### config.mk
export PLATFORM = sky130hd
export DESIGN_NAME = uart_rx_fifo
export DESIGN_NICKNAME = d
export VERILOG_FILES = /design/src/rtl/uart_rx_fifo_pkg.sv /design/src/rtl/sync_fifo.sv /design/src/rtl/uart_rx_fifo.sv
export SDC_FILE = /design/constraint.sdc
export NUM_CORES = 1
export LEC_CHECK = 0
export ABC_AREA = 1
export BUFFER_PORTS_ARGS = -buffer_cell sky130_fd_sc_hd__buf_2
export CORE_MARGIN = 2
export CORE_UTILIZATION = 65
export DETAILED_ROUTE_END_ITERATION = 8
export HOLD_SLACK_MARGIN = 0.02
export PLACE_DENSITY = 0.9
export SYNTH_ARGS = -nofsm -noshare
export SYNTH_HDL_FRONTEND = slang
export SYNTH_SLANG_ARGS = --single-unit
### constraint.sdc
create_clock -name i_clk -period 3.8 [get_ports i_clk]
set_input_delay 0.76 -clock i_clk [delete_from_list [all_inputs] [get_ports i_clk]]
set_output_delay 0.76 -clock i_clk [all_outputs]
set_load 0.01 [all_outputs]
### src/rtl/uart_rx_fifo_pkg.sv
// Shared UART framing defaults and receiver FSM state encoding.
// The sender imports the same defaults so both ends agree on the framing.
package uart_rx_fifo_pkg;

    localparam int unsigned DEFAULT_CLKS_PER_BIT = 16;
    localparam int unsigned DEFAULT_DATA_BITS    = 8;

    typedef enum logic [2:0] {
        StIdle  = 3'd0,
        StStart = 3'd1,
        StData  = 3'd2,
        StStop  = 3'd3,
        StBreak = 3'd4
    } rx_state_e;

endpackage

### src/rtl/sync_fifo.sv
// sync_fifo: single-clock show-ahead FIFO with count and full/empty flags.
// A pop on a full FIFO frees a slot for a push in the same cycle.
// A pop on an empty FIFO is ignored.
module sync_fifo #(
    parameter int unsigned WIDTH = 8,
    parameter int unsigned DEPTH = 8
) (
    input  logic                   i_clk,
    input  logic                   i_rst,
    input  logic                   i_push,
    input  logic                   i_pop,
    input  logic [WIDTH-1:0]       i_wdata,
    output logic [WIDTH-1:0]       o_rdata,
    output logic [$clog2(DEPTH):0] o_count,
    output logic                   o_empty,
    output logic                   o_full
);

    localparam int unsigned PTR_W = $clog2(DEPTH);
    localparam int unsigned CNT_W = PTR_W + 1;

    logic [WIDTH-1:0] mem_q [DEPTH];
    logic [PTR_W-1:0] wptr_q, wptr_d;
    logic [PTR_W-1:0] rptr_q, rptr_d;
    logic [CNT_W-1:0] count_q, count_d;
    logic             do_push, do_pop;

    // Resolve effective push/pop and compute the next pointers and count.
    always_comb begin
        do_pop  = i_pop && (count_q != '0);
        do_push = i_push && ((count_q != CNT_W'(DEPTH)) || do_pop);
        wptr_d  = do_push ? wptr_q + 1'b1 : wptr_q;
        rptr_d  = do_pop ? rptr_q + 1'b1 : rptr_q;
        count_d = count_q;
        if (do_push && !do_pop) begin
            count_d = count_q + 1'b1;
        end else if (do_pop && !do_push) begin
            count_d = count_q - 1'b1;
        end
    end

    // Pointer and occupancy registers.
    always_ff @(posedge i_clk or posedge i_rst) begin
        if (i_rst) begin
            wptr_q  <= '0;
            rptr_q  <= '0;
            count_q <= '0;
        end else begin
            wptr_q  <= wptr_d;
            rptr_q  <= rptr_d;
            count_q <= count_d;
        end
    end

    // Storage array; contents are only meaningful where count says so.
    always_ff @(posedge i_clk) begin
        if (do_push) begin
            mem_q[wptr_q] <= i_wdata;
        end
    end

    assign o_count = count_q;
    assign o_empty = (count_q == '0);
    assign o_full  = (count_q == CNT_W'(DEPTH));
    assign o_rdata = o_empty ? '0 : mem_q[rptr_q];

endmodule

### src/rtl/uart_rx_fifo.sv
// uart_rx_fifo: 8N1 UART receiver that deframes the serial line into bytes
// and buffers them in a show-ahead FIFO, with sticky overflow/framing flags.
module uart_rx_fifo
    import uart_rx_fifo_pkg::*;
#(
    parameter int unsigned CLKS_PER_BIT = DEFAULT_CLKS_PER_BIT,
    parameter int unsigned DATA_BITS    = DEFAULT_DATA_BITS,
    parameter int unsigned DEPTH        = 8
) (
    input  logic                   i_clk,
    input  logic                   i_rst,
    input  logic                   i_data,
    input  logic                   i_rd_en,
    input  logic                   i_clr_err,
    output logic [DATA_BITS-1:0]   o_data,
    output logic                   o_empty,
    output logic                   o_full,
    output logic [$clog2(DEPTH):0] o_count,
    output logic                   o_overflow,
    output logic                   o_frame_err
);

    localparam int unsigned CNT_W = $clog2(CLKS_PER_BIT);
    localparam int unsigned IDX_W = (DATA_BITS > 1) ? $clog2(DATA_BITS) : 1;

    logic                 sync1_q, sync2_q;
    rx_state_e            state_q, state_d;
    logic [CNT_W-1:0]     cnt_q, cnt_d, cnt_inc;
    logic [IDX_W-1:0]     idx_q, idx_d;
    logic [DATA_BITS-1:0] shift_q, shift_d;
    logic                 overflow_q, overflow_d;
    logic                 frame_err_q, frame_err_d;
    logic                 cnt_at_max, push, frame_set, fifo_full;

    // Two-flop synchronizer; idles high so reset never looks like a start bit.
    always_ff @(posedge i_clk or posedge i_rst) begin
        if (i_rst) begin
            sync1_q <= 1'b1;
            sync2_q <= 1'b1;
        end else begin
            sync1_q <= i_data;
            sync2_q <= sync1_q;
        end
    end

    // Deframing FSM next state: counter, bit index, shift register, push/error strobes.
    always_comb begin
        state_d    = state_q;
        cnt_d      = cnt_q;
        idx_d      = idx_q;
        shift_d    = shift_q;
        push       = 1'b0;
        frame_set  = 1'b0;
        cnt_at_max = (cnt_q == CNT_W'(CLKS_PER_BIT - 1));
        cnt_inc    = cnt_at_max ? '0 : cnt_q + 1'b1;
        unique case (state_q)
            StIdle: begin
                cnt_d = '0;
                idx_d = '0;
                if (!sync2_q) state_d = StStart;
            end
            StStart: begin
                if (cnt_q == CNT_W'(CLKS_PER_BIT / 2 - 1)) begin
                    // Line back high at mid-start-bit is a glitch, not a frame.
                    cnt_d   = '0;
                    idx_d   = '0;
                    state_d = sync2_q ? StIdle : StData;
                end else begin
                    cnt_d = cnt_inc;
                end
            end
            StData: begin
                cnt_d = cnt_inc;
                if (cnt_at_max) begin
                    shift_d = {sync2_q, shift_q[DATA_BITS-1:1]};
                    if (idx_q == IDX_W'(DATA_BITS - 1)) begin
                        idx_d   = '0;
                        state_d = StStop;
                    end else begin
                        idx_d = idx_q + 1'b1;
                    end
                end
            end
            StStop: begin
                cnt_d = cnt_inc;
                if (cnt_at_max) begin
                    if (sync2_q) begin
                        push    = 1'b1;
                        state_d = StIdle;
                    end else begin
                        frame_set = 1'b1;
                        state_d   = StBreak;
                    end
                end
            end
            StBreak: begin
                // Hold here until the line releases so a long break counts once.
                cnt_d = '0;
                if (sync2_q) state_d = StIdle;
            end
            default: begin
                cnt_d   = '0;
                idx_d   = '0;
                state_d = StIdle;
            end
        endcase
    end

    // Sticky flags: a new event in the same cycle as a clear keeps the flag set.
    always_comb begin
        overflow_d  = (overflow_q & ~i_clr_err) | (push & fifo_full & ~i_rd_en);
        frame_err_d = (frame_err_q & ~i_clr_err) | frame_set;
    end

    // FSM and flag registers.
    always_ff @(posedge i_clk or posedge i_rst) begin
        if (i_rst) begin
            state_q     <= StIdle;
            cnt_q       <= '0;
            idx_q       <= '0;
            shift_q     <= '0;
            overflow_q  <= 1'b0;
            frame_err_q <= 1'b0;
        end else begin
            state_q     <= state_d;
            cnt_q       <= cnt_d;
            idx_q       <= idx_d;
            shift_q     <= shift_d;
            overflow_q  <= overflow_d;
            frame_err_q <= frame_err_d;
        end
    end

    sync_fifo #(
        .WIDTH(DATA_BITS),
        .DEPTH(DEPTH)
    ) u_fifo (
        .i_clk  (i_clk),
        .i_rst  (i_rst),
        .i_push (push),
        .i_pop  (i_rd_en),
        .i_wdata(shift_q),
        .o_rdata(o_data),
        .o_count(o_count),
        .o_empty(o_empty),
        .o_full (fifo_full)
    );

    assign o_full      = fifo_full;
    assign o_overflow  = overflow_q;
    assign o_frame_err = frame_err_q;

endmodule

### Word-level counts from Yosys, hierarchy flattened

Memories as Yosys holds them, arrays and structs flattened.
Index checks and enable logic that the tools add are counted.

| storage, ports and cells | value |
|---|---|
| logic and storage cells | 85 |
| memories | 1 |
| output and inout port bits | 16 |
| RAM bits | 64 |
| input bits | 5 |
| bits in registers | 32 |

Memory list:

| memory | depth | width | read ports | clocked after Yosys merged registers in | wr ports | line | source |
|---|---|---|---|---|---|---|---|
| u_fifo.mem_q | 8 | 8 | 1 | 0 | 1 | sync_fifo.sv:22 | `logic [WIDTH-1:0] mem_q [DEPTH];` |

| cells by class | value |
|---|---|
| multiplexer cells | 27 |
| equal/unequal tests | 15 |
| bitwise logic cells | 9 |
| add/subtract/negate cells | 6 |
| reductions and logical operators | 16 |

Operator list:

| cell | number |
|---|---|
| 3-bit two-way mux | 10 |
| 4-bit two-way mux | 4 |
| 3-bit one-hot mux with 5 select lines | 1 |
| 2-bit != test (second input constant) | 6 |
| 3-bit by 1-bit adder with 3-bit output (second input constant) | 3 |
| 3-bit one-hot mux with 3 select lines | 1 |
| 4-bit by 1-bit adder with 4-bit output (second input constant) | 2 |
| 4-bit equality test (second input constant) | 2 |
| 1-bit two-way mux | 8 |
| 8-bit two-way mux | 1 |
| 4-bit one-hot mux with 2 select lines | 1 |
| 3-bit by 2-bit equality test with 1-bit output (second input constant) | 2 |
| 3-bit equality test (second input constant) | 2 |
| 6-bit AND reduction | 1 |
| 1-bit AND | 4 |
| 4-bit by 3-bit equality test with 1-bit output (second input constant) | 1 |
| 1-bit logical AND | 4 |
| 4-bit logical NOT | 1 |
| 4-bit != test (second input constant) | 1 |
| 4-bit nonzero test | 1 |
| 2-bit OR reduction | 2 |
| 4-bit by 1-bit subtractor with 4-bit output (second input constant) | 1 |
| 3-bit by 1-bit equality test with 1-bit output (second input constant) | 1 |
| 3-bit logical NOT | 1 |
| 8 further kinds | 12 |

### Longest topological paths before layout

| logic depth | value |
|---|---|
| depth after elaboration | 8 |
| mapped depth | 16 |
| gate-level depth less buffers | 16 |

### Modules after synthesis

From an unflattened synthesis, not the netlist that was laid out.

| unflattened totals | value |
|---|---|
| cells, all modules | 481 |
| area, all modules | 4571.9 sq um |

Modules (own cells, without submodules):

| module | area an instance (sq um) | sequential area each (sq um) | instances | cells an instance |
|---|---|---|---|---|
| sync_fifo | 3504.6 | 2172.1 | 1 | 360 |
| uart_rx_fifo | 1067.3 | 553.0 | 1 | 121 |

### Worst setup path before layout

Ideal clock, no wire load.

| path | value |
|---|---|
| path type | flip-flop to flip-flop |
| start point | register cnt_q[0] |
| end point | register u_fifo.count_q[3] (netlist: u_fifo.o_count[3]) |
| slack | 1.497 ns |
| stages on the path, launching flop included | 14 |
| period minus slack after synthesis | 2.303 ns |
| arrival time | 2.187 ns |
| path buffers | 0 |
| required time | 3.684 ns |
| library setup time | 0.116 ns |
| cells stage by stage | dfrtp_1 ha_1 nand3_4 nor3_4 nand2_4 inv_2 ha_1 inv_1 ha_1 or2_2 nand3_1 nand2_1 nand2_1 nand2_1 |

| on the way | value |
|---|---|
| longest elaborated chain between the ends | 7 |
| elaborated cells between the ends (all ways) | 9 |
| those cells by class | eq/ne: 1; mux: 3; reduce/logical: 5 |

RTL lines:

| item | line | source |
|---|---|---|
| start: declaration | uart_rx_fifo.sv:28 | `logic [CNT_W-1:0] cnt_q, cnt_d, cnt_inc;` |
| start signal: assignment | uart_rx_fifo.sv:126 | `cnt_q <= cnt_d;` |
| 4-bit equality test (*) | uart_rx_fifo.sv:54 | `cnt_at_max = (cnt_q == CNT_W'(CLKS_PER_BIT - 1));` |
| 1-bit two-way mux (*) | uart_rx_fifo.sv:86 | `if (cnt_at_max) begin` |
| 1-bit two-way mux (*) | uart_rx_fifo.sv:56 | `unique case (state_q)` |
| 1-bit logical AND (*) | sync_fifo.sv:31 | `do_push = i_push && ((count_q != CNT_W'(DEPTH)) \|\| do_pop);` |
| net u_fifo.do_push | sync_fifo.sv:26 | `logic do_push, do_pop;` |
| 1-bit logical NOT | sync_fifo.sv:37 | `end else if (do_pop && !do_push) begin` |
| 1-bit logical AND | sync_fifo.sv:37 |  |
| 2-bit nonzero test (no line) | - |  |
| end signal: assignment | sync_fifo.sv:51 | `count_q <= count_d;` |
| end: declaration | sync_fifo.sv:25 | `logic [CNT_W-1:0] count_q, count_d;` |

The timed path passes the listed nets; every way through them passes the cells marked *.
A chain may end at the register's enable or synchronous reset.

### Final worst setup path

| path | value |
|---|---|
| start point | register u_fifo.rptr_q[0] |
| end point | output port o_data[0] |

| on the way | value |
|---|---|
| longest elaborated chain between the ends | 2 |

RTL lines:

| item | line | source |
|---|---|---|
| start: declaration | sync_fifo.sv:24 | `logic [PTR_W-1:0] rptr_q, rptr_d;` |
| start signal: assignment | sync_fifo.sv:50 | `rptr_q <= rptr_d;` |
| memory 8 x 8 bit | - |  |
| 8-bit two-way mux | sync_fifo.sv:65 | `assign o_rdata = o_empty ? '0 : mem_q[rptr_q];` |
| end: declaration | uart_rx_fifo.sv:15 | `output logic [DATA_BITS-1:0] o_data,` |

Every way passes these cells.

==> reports/results.tsv <==
metric	value	unit
status	finished, final reports clean	
Root Driver	clkbuf_8	
Post-CTS Setup Bufs	0	
FF-to-FF Start	u_fifo.o_count[0]	
unrepaired setup endpoints after global routing	no	
Mean Syn Cell Area	9.75	sq um
worst hold slack	363	ps
warnings from Yosys	0	
antenna cells	0	
VDD IR-drop max	0.495	mV
setup TNS	0	ps
synthesis-stage register bit count	96	
Crit Path Max Fanout	36	
Final Setup Violations	0	
vias in the first global route	2943	
min Tclk post-route	2890	ps
CTS tree	yes	
# IOs	21	
WL/cell	15.3	um
Clock Pin Slew Worst Setup and Hold Paths	90	ps
Final WS setup	914	ps
Synth async-reset ratio	33.3	%
Starting Density	67.9	%
Static Leak	2.10	nW
Post-synth top flop	edfxtp_1	
first-pass detailed-route iteration total	5	
Iter 0 DRT Violations	227	
EDFF count, synth	64	
largest net degree at the start of global routing	37	
Peak Freq	346	MHz
Total GRT Usage	24.8	%
grt ovf	0	
CP Capture Type	output port	
number of max-cap violations	0	
Post-DRT Antenna Nets	0	
pre-CTS setup slack	1150	ps
final hold vios	0	
Chip Height	85.7	um
layout cells sized above 1	12.7	%
DRC	0	
die footprint	0.00734	sq mm
Post-DP HPWL	5880	um
hold buffers post-CTS	0	
Post-Syn Area	0.00434	sq mm
sequential area share after synthesis	62.8	%
H-tree lvl count	3	
Gate Count Post-Synth	445	
Clock Latency Late Sink	360	ps
area of the core	0.00639	sq mm
syn nets	459	
critical path launch point type	flop	
Core Rows	29	
Cell Pwr Density	752	mW/mm^2
DR vias	3014	
min-delay src	sync1_q	
Max Slew Vio Count	0	
worst endpoint data arrival time	2130	ps
period utilization	76.0	%
Setup Skew	14.1	ps
Num Clock Sinks	96	
area grow syn2layout	8.68	%
Crit Path Class	flop to output port	
first-pass GRT wire length	13900	um
worst min path class	flop to flop	
post-CTS resize count	0	
port buffer count	20	
Longest Clk Path Bufs	2	
Nets	480	
synth unique cells	31	
initial antenna violation count	0	
Worst-Margin Slew	808	ps
Crit. Startpoint	u_fifo.rptr_q[0]	
Post-Route WL	8360	um
Critical Path RT	3040	ps
Vias/cell	5.50	
gp weighted congestion	0.889	
Die Width	85.7	um
Slew HR	45.9	%
Num CTS Buffers	9	
==> Yosys cell counts (2+ instances only) <==
cell type	count	area share [%]
nor2_1	103	8.9
nand2_1	100	8.7
edfxtp_1	64	44
inv_1	40	3.5
dfrtp_1	30	17
nand3_1	25	2.9
o21ai_1	20	2.3
buf_2	8	0.92
ha_1	8	2.3
inv_2	5	0.43
o21ai_0	5	0.58
a21oi_1	4	0.46
nor3_2	4	0.92
buf_4	3	0.52
xnor2_1	3	0.61
xor2_1	3	0.61
clkbuf_1	2	0.17
dfstp_2	2	1.2
nand3_2	2	0.46
nor2_2	2	0.29
nor3_1	2	0.23
==> report_power, final <==
group          internal, mW  switching (mW)  total [mW]
combinational         0.459           0.771        1.23
sequential             1.33           0.245        1.57
clock                 0.391           0.348       0.739
total                  2.18            1.36        3.54
==> path summary, 6_finish.rpt <==
| check | to | slack [ps] | cells after the start |
|---|---|---|---|
| worst max-delay path | o_data[0] | 910 | 8 |
| worst min-delay path | sync2_q | 360 | 0 |
| worst max register to register | u_fifo.o_count[3] | 1130 | 12 |
| worst min register to register | sync2_q | 360 | 0 |
| max in group asynchronous | u_fifo.wptr_q[1] | 2580 | 3 |
| min in group asynchronous | o_overflow | 530 | 2 |
==> layout make-up <==
type	instances	area [sq um]
flip-flops and latches	96	2730
fillers	424	1670
multi-input cells	290	1370
inverters	46	173
clock buffers	10	138
repair buffers	23	123
well taps	77	96.3
clock inverters	6	90.1
==> sequential cells by signal, indices dropped and copies added (netlist names) <==
| signal | cells |
|---|---|
| u_fifo.mem_q | 64 |
| shift_q | 8 |
| cnt_q | 4 |
| u_fifo.o_count | 4 |
| idx_q | 3 |
| state_q | 3 |
| u_fifo.rptr_q | 3 |
| u_fifo.wptr_q | 3 |
| o_frame_err | 1 |
| o_overflow | 1 |
| sync1_q | 1 |
| sync2_q | 1 |
==> worst max-delay path, stage by stage (launching register included) <==
cell	delay, ps
dfrtp_1	680
buf_4	420
nor2_1	110
nor2_1	110
nand2_1	60
nand3_1	70
nand2_1	60
nor2_1	110
buf_2	130
==> stage by stage <==
stage | area [sq um] | utilization [%] | instances | power, mW
global placement | 4490 | 70.3 | 532 | 2.73
detailed placement | 4490 | 70.3 | 532 | 2.83
finish | 4710 | 73.8 | 548 | 3.54
floorplan | 4340 | - | 445 | 2.45
global route | 4710 | 73.8 | 548 | 3.79
CTS | 4710 | 73.8 | 548 | 3.55
==> layer usage <==
layer	vias to the layer above	wire, um	GRT usage (%)	part of all wire (%)
li1	1473	-	-	-
met1	1436	3360	31.6	40
met4	0	140	7.79	1.7
met5	-	0	0	0
met2	88	4460	44.6	53
met3	17	400	3.08	4.8
==> cells in the final DEF (no fill, tap or decap) <==
master / netlist / final
nand2_2: 1 / 1
nand3_2: 2 / 2
dfrtp_1: 30 / 30
nor2_1: 103 / 103
nand2_4: 1 / 1
dfstp_2: 2 / 2
nor2_4: 1 / 1
buf_4: 3 / 3
nor4_1: 1 / 1
nor3_2: 4 / 4
clkinv_2: 0 / 1
a21oi_1: 4 / 4
nand2_1: 100 / 100
buf_2: 8 / 20
clkinvlp_4: 0 / 1
nand3b_1: 1 / 1
bufinv_16: 0 / 2
inv_6: 0 / 1
clkbuf_8: 0 / 10
edfxtp_1: 64 / 64
clkinv_4: 0 / 1
inv_1: 40 / 40
inv_2: 5 / 5
o21ai_0: 5 / 5
nand3_4: 1 / 1
fa_1: 1 / 1
clkinv_1: 1 / 1
xnor2_1: 3 / 3
o21ai_1: 20 / 20
nor3_4: 1 / 1
nor3_1: 2 / 2
ha_1: 8 / 8
or2_2: 1 / 1
nand3_1: 25 / 25
xor2_1: 3 / 3
nor2_2: 2 / 2
==> kinds of logic after synthesis <==
family / count (synthesis) / synth area share [%]
XOR/XNOR: 6 / 1.21
adder cells (fa/ha/maj): 9 / 2.77
AO/OA/AOI/OAI: 29 / 3.35
flip-flops: 96 / 62.8
buffers and inverters: 59 / 5.60
AND/OR/NAND/NOR: 246 / 24.3
Power figures use the tool's default switching activity.
